===== config.mk =====
export PLATFORM = sky130hd
export DESIGN_NAME = uart_stream_bridge
export DESIGN_NICKNAME = d
export VERILOG_FILES = /design/src/rtl/uart_stream_bridge.sv
export SDC_FILE = /design/constraint.sdc
export NUM_CORES = 1
export LEC_CHECK = 0
export CORE_MARGIN = 1.5
export CORE_UTILIZATION = 45
export DETAILED_ROUTE_END_ITERATION = 8
export GPL_ROUTABILITY_DRIVEN = 0
export PLACE_DENSITY_LB_ADDON = 0.12
export SLEW_MARGIN = 0
export SYNTH_ARGS = -nofsm -noshare
export SYNTH_HDL_FRONTEND = slang
export SYNTH_SLANG_ARGS = --single-unit

===== constraint.sdc =====
create_clock -name CLK -period 1.8 [get_ports CLK]
set_input_delay 0.18 -clock CLK [delete_from_list [all_inputs] [get_ports CLK]]
set_output_delay 0.18 -clock CLK [all_outputs]
set_load 0.005 [all_outputs]

===== src/rtl/uart_stream_bridge.sv =====
// Valid/ready byte-stream front end for a strobe-driven UART core: single-entry TX hold
// register, status-tagged RX FIFO, saturating error counters and a sticky overflow flag.
module uart_stream_bridge #(
   parameter int unsigned RX_DEPTH   = 4,
   parameter int unsigned TX_HOLDOFF = 2,
   parameter int unsigned RD_HOLDOFF = 2,
   parameter bit          DROP_ERR   = 1'b1
) (
   input  logic       CLK,
   input  logic       RESET_N,
   input  logic [7:0] tx_data,
   input  logic       tx_valid,
   output logic       tx_ready,
   output logic [7:0] rx_data,
   output logic       rx_err,
   output logic       rx_valid,
   input  logic       rx_ready,
   output logic       UART_CSN,
   output logic       UART_WEN,
   output logic       UART_OEN,
   output logic [7:0] UART_DATA_IN,
   input  logic [7:0] UART_DATA_OUT,
   input  logic       UART_TXRDY,
   input  logic       UART_RXRDY,
   input  logic       UART_PARITY_ERR,
   input  logic       UART_FRAMING_ERR,
   input  logic       UART_OVERFLOW,
   input  logic       clr_status,
   output logic [7:0] parity_err_cnt,
   output logic [7:0] framing_err_cnt,
   output logic       overflow_sticky
);
   localparam int unsigned PW       = $clog2(RX_DEPTH);
   localparam logic [PW:0] FULL_LVL = RX_DEPTH[PW:0];
   localparam logic [3:0]  TX_LOAD  = TX_HOLDOFF[3:0];
   localparam logic [3:0]  RD_LOAD  = RD_HOLDOFF[3:0];

   localparam logic [2:0] IDLE    = 3'd0;
   localparam logic [2:0] WR      = 3'd1;
   localparam logic [2:0] WR_WAIT = 3'd2;
   localparam logic [2:0] RD      = 3'd3;
   localparam logic [2:0] RD_WAIT = 3'd4;

   logic [2:0]    state, state_nx;
   logic [7:0]    hold_data;
   logic          hold_empty;
   logic [3:0]    tx_wait, rd_wait;
   logic          last_wr;
   logic [8:0]    fifo_mem [RX_DEPTH];
   logic [PW-1:0] wr_ptr, rd_ptr;
   logic [PW:0]   fill;
   logic          wr_elig, rd_elig, fifo_full, rd_done, smp_err;
   logic          push, pop, par_evt, frm_evt;

   assign tx_ready = hold_empty;
   assign rx_valid = (fill != '0);
   assign rx_data  = fifo_mem[rd_ptr][7:0];
   assign rx_err   = fifo_mem[rd_ptr][8];

   always_comb begin
      fifo_full = (fill == FULL_LVL);
      wr_elig   = !hold_empty && UART_TXRDY && (tx_wait == '0);
      rd_elig   = UART_RXRDY && !fifo_full && (rd_wait == '0);
      rd_done   = (state == RD);
      smp_err   = UART_PARITY_ERR | UART_FRAMING_ERR;
      par_evt   = rd_done && UART_PARITY_ERR;
      frm_evt   = rd_done && UART_FRAMING_ERR;
      push      = rd_done && !(smp_err && DROP_ERR);
      pop       = rx_ready && rx_valid;
      state_nx  = state;
      case (state)
         IDLE: begin
            // When both sides are eligible, serve the one not granted last.
            if (wr_elig && rd_elig) state_nx = last_wr ? RD : WR;
            else if (wr_elig)       state_nx = WR;
            else if (rd_elig)       state_nx = RD;
         end
         WR:      state_nx = WR_WAIT;
         RD:      state_nx = RD_WAIT;
         WR_WAIT: state_nx = IDLE;
         RD_WAIT: state_nx = IDLE;
         default: state_nx = IDLE;
      endcase
   end

   // Strobes are registered from the next state so they change only on clock edges.
   always_ff @(posedge CLK or negedge RESET_N) begin
      if (!RESET_N) begin
         state        <= IDLE;
         UART_CSN     <= 1'b1;
         UART_WEN     <= 1'b1;
         UART_OEN     <= 1'b1;
         UART_DATA_IN <= '0;
         last_wr      <= 1'b1;
      end else begin
         state    <= state_nx;
         UART_CSN <= !((state_nx == WR) || (state_nx == RD));
         UART_WEN <= !(state_nx == WR);
         UART_OEN <= !(state_nx == RD);
         if (state_nx == WR) begin
            UART_DATA_IN <= hold_data;
            last_wr      <= 1'b1;
         end else if (state_nx == RD) begin
            last_wr      <= 1'b0;
         end
      end
   end

   always_ff @(posedge CLK or negedge RESET_N) begin
      if (!RESET_N) begin
         hold_data  <= '0;
         hold_empty <= 1'b1;
      end else if (state == WR) begin
         hold_empty <= 1'b1;
      end else if (tx_valid && hold_empty) begin
         hold_data  <= tx_data;
         hold_empty <= 1'b0;
      end
   end

   always_ff @(posedge CLK or negedge RESET_N) begin
      if (!RESET_N) begin
         tx_wait <= '0;
         rd_wait <= '0;
      end else begin
         if (state == WR)        tx_wait <= TX_LOAD;
         else if (tx_wait != '0) tx_wait <= tx_wait - 4'd1;
         if (state == RD)        rd_wait <= RD_LOAD;
         else if (rd_wait != '0) rd_wait <= rd_wait - 4'd1;
      end
   end

   always_ff @(posedge CLK or negedge RESET_N) begin
      if (!RESET_N) begin
         for (int unsigned i = 0; i < RX_DEPTH; i++) fifo_mem[i] <= '0;
         wr_ptr <= '0;
         rd_ptr <= '0;
         fill   <= '0;
      end else begin
         if (push) begin
            fifo_mem[wr_ptr] <= {smp_err, UART_DATA_OUT};
            wr_ptr           <= wr_ptr + 1'b1;
         end
         if (pop) rd_ptr <= rd_ptr + 1'b1;
         case ({push, pop})
            2'b10:   fill <= fill + 1'b1;
            2'b01:   fill <= fill - 1'b1;
            default: ;
         endcase
      end
   end

   // Clear takes effect before the same-cycle event is counted.
   always_ff @(posedge CLK or negedge RESET_N) begin
      if (!RESET_N) begin
         parity_err_cnt  <= '0;
         framing_err_cnt <= '0;
         overflow_sticky <= 1'b0;
      end else begin
         if (clr_status)                             parity_err_cnt <= {7'd0, par_evt};
         else if (par_evt && parity_err_cnt != '1)   parity_err_cnt <= parity_err_cnt + 8'd1;
         if (clr_status)                             framing_err_cnt <= {7'd0, frm_evt};
         else if (frm_evt && framing_err_cnt != '1)  framing_err_cnt <= framing_err_cnt + 8'd1;
         overflow_sticky <= (overflow_sticky && !clr_status) || UART_OVERFLOW;
      end
   end

endmodule


======== Word-level counts from Yosys, hierarchy flattened ========
Index checks and enable logic that the tools add are counted.
storage, ports and cells
  bits in registers ....................... 92
  input port bits ......................... 26
  logic and storage cells ................. 105
operators by class
  add/sub/neg operators ................... 8
  $lt $le $gt $ge ......................... 3
  equality and inequality tests ........... 9
  muxes and demuxes ....................... 24
  bitwise logic cells ..................... 4
  reduce and logical (&&, ||, !) cells .... 37
operators with widths
  operator                                             count
  bitwise mux 36 bit                                   1
  two-way mux 8 bit                                    4
  two-way mux 9 bit                                    3
  binary-select mux 9 bit (select 2 bit)               1
  demux 9 bit (select 2 bit)                           1
  adder 8 x 1 -> 8 bit, second input constant          2
  two-way mux 4 bit                                    4
  inequality test 8 bit, second input constant         2
  logical AND 1 bit                                    14
  nonzero test 2 bit                                   7
  two-way mux 3 bit                                    3
  one-hot mux 3 bit (3 select lines)                   1
  logical NOT 4 bit                                    2
  nonzero test 4 bit                                   2
  subtractor 4 x 1 -> 4 bit, second input constant     2
  logical NOT 1 bit                                    7
  equality test 3 x 1 -> 1 bit, second input constant  2
  equality test 3 x 2 -> 1 bit, second input constant  2
  >= comparator 3 bit, second input constant           2
  inverter 2 -> 3 bit                                  2
  one-hot mux 3 bit (2 select lines)                   1
  adder 2 x 1 -> 2 bit, second input constant          2
  two-way mux 1 bit                                    4
  adder 3 x 1 -> 3 bit, second input constant          1
  12 further kinds                                     13

======== Logic depth before layout (Yosys ltp) ========
Gate-level depths: netlist of run 1.
  depth in word-level cells ............... 11
  gate-level depth with buffers ........... 10
  depth with buffers taken out ............ 9

======== Worst setup path before layout of run 1 ========
Ideal clock, no wire load.
  kind .................................... flip-flop to flip-flop
  start ................................... register rd_wait[0]
  end ..................................... register UART_DATA_IN[0]
  library setup time ...................... 0.125 ns
  data arrival time ....................... 1.847 ns
  setup slack ............................. -0.172 ns
  stages on the path, launching flop included .. 8
  path buffers ............................ 1
  cell sequence ........................... dfrtp_1 inv_1 ha_1 nor3b_1 o311a_1 a211o_1 buf_6 mux2_2
between the ends
  cells in the longest elaborated chain, start to end .. 7
  elaborated cells between the ends (all ways) .. 8
RTL lines
  item                                    RTL line  source
  start, declared                         47        logic [3:0] tx_wait, rd_wait;
  start signal, assigned                  129       else if (rd_wait != '0) rd_wait <= rd_wait - 4'd1;
  logical NOT 4 bit (*)                   63        rd_elig = UART_RXRDY && !fifo_full && (rd_wait == '0);
  logical AND 1 bit (*)                   63
  two-way mux 3 bit                       76        else if (rd_elig) state_nx = RD;
  two-way mux 3 bit                       75        else if (wr_elig) state_nx = WR;
  two-way mux 3 bit (*)                   74        if (wr_elig && rd_elig) state_nx = last_wr ? RD : WR;
  one-hot mux 3 bit (3 select lines) (*)  71        case (state)
  equality test 3 x 1 -> 1 bit (*)        100       if (state_nx == WR) begin
  end signal, assigned                    101       UART_DATA_IN <= hold_data;
  end, declared                           21        output logic [7:0] UART_DATA_IN,
Every way passes the cells marked *; elsewhere a longest branch is shown, timed or not.
A chain may end at the register's enable or synchronous reset.

======== Final worst setup path of run 1 ========
  start ................................... register fill[1]
  end ..................................... register UART_DATA_IN[2]
between the ends
  cells in the longest elaborated chain, start to end .. 9
  elaborated cells between the ends (all ways) .. 10
RTL lines
  item                                    RTL line  source
  start, declared                         51        logic [PW:0] fill;
  start signal, assigned                  146       2'b10: fill <= fill + 1'b1;
  start signal, assigned                  147       2'b01: fill <= fill - 1'b1;
  equality test 3 bit (*)                 61        fifo_full = (fill == FULL_LVL);
  logical NOT 1 bit (*)                   63
  logical AND 1 bit (*) (2 in series)     63
  two-way mux 3 bit                       76
  two-way mux 3 bit                       75
  two-way mux 3 bit (*)                   74
  one-hot mux 3 bit (3 select lines) (*)  71
  equality test 3 x 1 -> 1 bit (*)        100
Marks and branches as above.

==> run_results.csv, run 1 <==
group,metric,value,unit
routing,totalWireLength,8670,um
setup_path,cpPeakStageDelay,400,ps
floorplanning,die_y,99.3,um
yosys,yosys.area_share.simple,10.9,%
cts,cts_made_buffers,9,
floorplanning,start_util,47.2,%
yosys,synth_top_area_cell,"dfrtp_1",
setup_path,critPathBufInv,2,
cells_and_area,antenna_cells,0,
setup_path,required,2050,ps
routing,viasPerCell,5.28,
power_and_ir_drop,p_int,4.89,mW
yosys,synth_edf_count,0,
setup_path,crit_family,"compound AO/OA/AOI/OAI gates",
timing,tightest_slew,501,ps
yosys,ys_warn_count,0,
setup_path,startpoint,"fill[1]",
placement,place_hpwl,5810,um
cts,htreeDepth,3,
global_routing,overflow,0,
yosys,synth_area_leaders,"dfrtp_1, mux2_2, mux4_2",
cts,root_buffer,"clkbuf_8",
cells_and_area,drive_gt1_share,37.9,%
setup_path,arrival,2080,ps
setup_path,rr_startpoint,"fill[1]",
floorplanning,coreArea,8850,um^2
timing,slew_headroom,66.3,%
power_and_ir_drop,power.leakage,2.61,nW
yosys,yosysUniqueCellTypes,49,
yosys,synth_top_family_by_area,"multiplexers",
timing,finalWorstSetupSlack,-35.5,ps
timing,final_hold_viol_count,0,
setup_path,worstSetupEndpointType,"flip-flop",
setup_path,slowest_stage,"dfrtp_1",
timing,drv_slew,0,
power_and_ir_drop,p_clk_share,19.7,%
yosys,synth_fp_nets,355,
cts,clock-sinks,92,
cts,clk_latency,350,ps
setup_path,r2r_cells,5,
global_routing,grt_max_degree,34,
timing,rsz0062_at_grt,"yes",
setup_path,cp_max_fo,5,
global_routing,grt_pass1_wl,14200,um
routing,drt_iter0_markers,77,
setup_path,endpoint,"UART_DATA_IN[2]",
floorplanning,die_area,9860,um^2
setup_path,timing_worst_setup_path_type,"flip-flop to flip-flop",
routing,drtPass1Iterations,4,
timing,fmax,545,MHz
yosys,synthMuxAreaShare,18.3,%
placement,io_buffers,64,
cells_and_area,fin_nets,478,
status,status,"finished, violations left",
timing,fin_crit,1840,ps
power_and_ir_drop,vdd_drop_max,0.720,mV
routing,vias,2923,
hold_path,hold_path_class,"primary input to async pin",
power_and_ir_drop,netSwitchingFraction,29.7,%
global_routing,grt_pass1_vias,2915,
cts,path_clk_slew,90,ps
yosys,yosysSeqAreaShare,55.3,%
timing,setup-violations-final,8,
yosys,netlist_area,4170,um^2
status,violations,"setup timing",
cells_and_area,syn_to_final_growth,36.5,%
timing,fin_crit_sh,102,%
routing,drc,0,
setup_path,cp.depth,5,
yosys,synth_xor_xnor_area_share,2.94,%
floorplanning,rows,34,
setup_path,rrSetupSlack,-40,ps
cts,tritoncts,"done",
yosys,synth_cells,318,
flow_run,cap_violations,0,
global_routing,antenna_found_initial,0,
power_and_ir_drop,netSwitchingPower,2.06,mW
floorplanning,die_w,99.3,um
power_and_ir_drop,powerDensity,1220,nW/um^2
yosys,async_flop_share,100,%
global_routing,globalRouteTotalUtil,18.1,%
setup_path,reg2reg_to,"UART_DATA_IN[2]",
floorplanning,ios,65,
setup_path,setup.worst_path.start_class,"flip-flop",
setup_path,crit_chain,"buf_4 -> o311a_4 -> a211o_4 -> buf_12 -> mux2_4",
cts,cts_max_path_buffers,2,
yosys,ys_ff_latch,92,
power_and_ir_drop,combPwrFrac,38.1,%
yosys,synth_adder_area_share,3.48,%
yosys,syn_area_per_cell,13.1,um^2
yosys,ys.flop_type,"dfrtp_1",
routing,antenna_left,0,
timing,fin_skew,8.99,ps
yosys,synth_compound_area_share,6.54,%
yosys,yosysTopAreaCellShare,52.2,%
power_and_ir_drop,finalPower,6.95,mW
routing,wl_per_cell,15.6,um
power_and_ir_drop,seq_power_share,42.2,%
timing,whs,283,ps
-- stage by stage --
stage	instance area [um^2]	TNS (ps)	util, %	setup WS [ps]	instances
floorplan	4200	-109	-	-54.5	318
global placement	5250	-678	59.3	-113	520
detailed placement	5250	-1090	59.3	-151	520
CTS	5520	-376	62.4	-54.4	549
global route	5700	-1730	64.4	-96.2	554
finish	5700	-123	64.4	-35.5	554
-- cell usage in the layout (no fill, tap or decap), types with 3 or more instances in the layout --
cell	count
nand3b_1	3
clkbuf_8	9
nor3_1	3
or3_1	4
buf_4	42
ha_1	7
nor2_1	16
dfstp_2	5
buf_6	12
buf_2	5
inv_1	12
mux2_2	45
xnor2_1	12
nand3_1	5
nand2b_1	4
o21ai_0	7
nand2_1	9
mux4_2	9
and2_1	7
clkdlybuf4s50_1	53
a211oi_1	4
inv_2	6
a21oi_1	8
nand2_2	4
dfrtp_1	87
ha_4	3
buf_12	3
-- area by class of cell --
type                       count  area (um^2)
fill                         699         3150
clock inverter                 6         63.8
inverter                      18         67.6
tap                          108          135
sequential                    92         2310
timing repair buffer         119         1110
clock buffer                  10          128
multi-input combinational    201         1880
-- routing by layer --
layer  GRT usage (%)  share of wire, %
met1            25.0                47
met2            29.3                49
met3            2.81               2.9
met4            6.50               1.6
met5               0                 0
-- worst min-delay path by stage --
stage,slack [ps],endpoint,cells after the start,start
after floorplan,-120,UART_DATA_IN[0],0,RESET_N
after global placement,130,fifo_mem[30],1,RESET_N
after detailed placement,130,fifo_mem[30],1,RESET_N
after CTS,280,fifo_mem[30],2,RESET_N
after global routing,310,fifo_mem[30],2,RESET_N
final,280,fifo_mem[30],2,RESET_N
-- kinds of logic after synthesis --
family          count (synthesis)
flops                          92
compound gates                 40
buf+inv                        25
mux                            59
simple gates                   77
xor+xnor                       14
fa+ha+maj                      11
-- state kept, by name (all words and copies together), names as in the netlist --
name	flops
parity_err_cnt	8
UART_DATA_IN	8
framing_err_cnt	8
fifo_mem	36
UART_WEN	1
UART_CSN	1
rd_ptr	2
tx_wait	4
UART_OEN	1
rd_wait	4
hold_data	8
tx_ready	1
last_wr	1
state	3
wr_ptr	2
fill	3
overflow_sticky	1
-- power by group through the flow --
stage / registers (mW) / clock network (mW) / logic, mW
global route: 2.99 / 1.49 / 2.90
floorplan: 2.89 / 0 / 1.26
finish: 2.93 / 1.37 / 2.65
global placement: 2.93 / 0 / 2.16
CTS: 2.92 / 1.41 / 2.41
detailed placement: 2.95 / 0 / 2.22
-- synthesized netlist by cell type, types with 2 or more instances --
cell type  count
nand3b_1       3
buf_2          3
and3_1         2
o31ai_1        2
and2_1         8
nand3_1        6
a21o_1         2
and4_1         2
a41oi_1        2
nor4b_1        2
nor2_1        16
or3_1          6
mux2i_1        2
xor2_1         2
mux4_2         9
inv_1         18
ha_1          10
a2111oi_0      2
o21ai_0        8
nor2b_1        2
clkbuf_1       3
a211oi_1       4
xnor2_1       12
mux2_2        46
nand2_2        4
o311a_1        2
a21oi_1        8
nor3_1         4
a211o_1        2
a31o_2         2
dfstp_2        5
a31oi_1        2
mux2_1         2
nand2_1        9
dfrtp_1       87
nor3b_1        3
nand2b_1       4
-- timing repair --
| action | 4_1_cts | 5_1_grt |
|---|---|---|
| setup endpoints to repair | 20 | 22 |
| setup buffers | 12 | 5 |
| hold buffers | 1 | 0 |
| pin swaps | 1 | 9 |
| gates cloned | 0 | 1 |
| hold endpoints to repair | 26 | 0 |
| gates resized for setup | 40 | 30 |
No activity file was read; power rests on OpenSTA's default activity.
==> run 2, diff against run 1 <==
Settings changed: HOLD_SLACK_MARGIN set to 0.03.
==> results of run 2 <==
Final layout, timing and power as in run 1 (identical DEF).
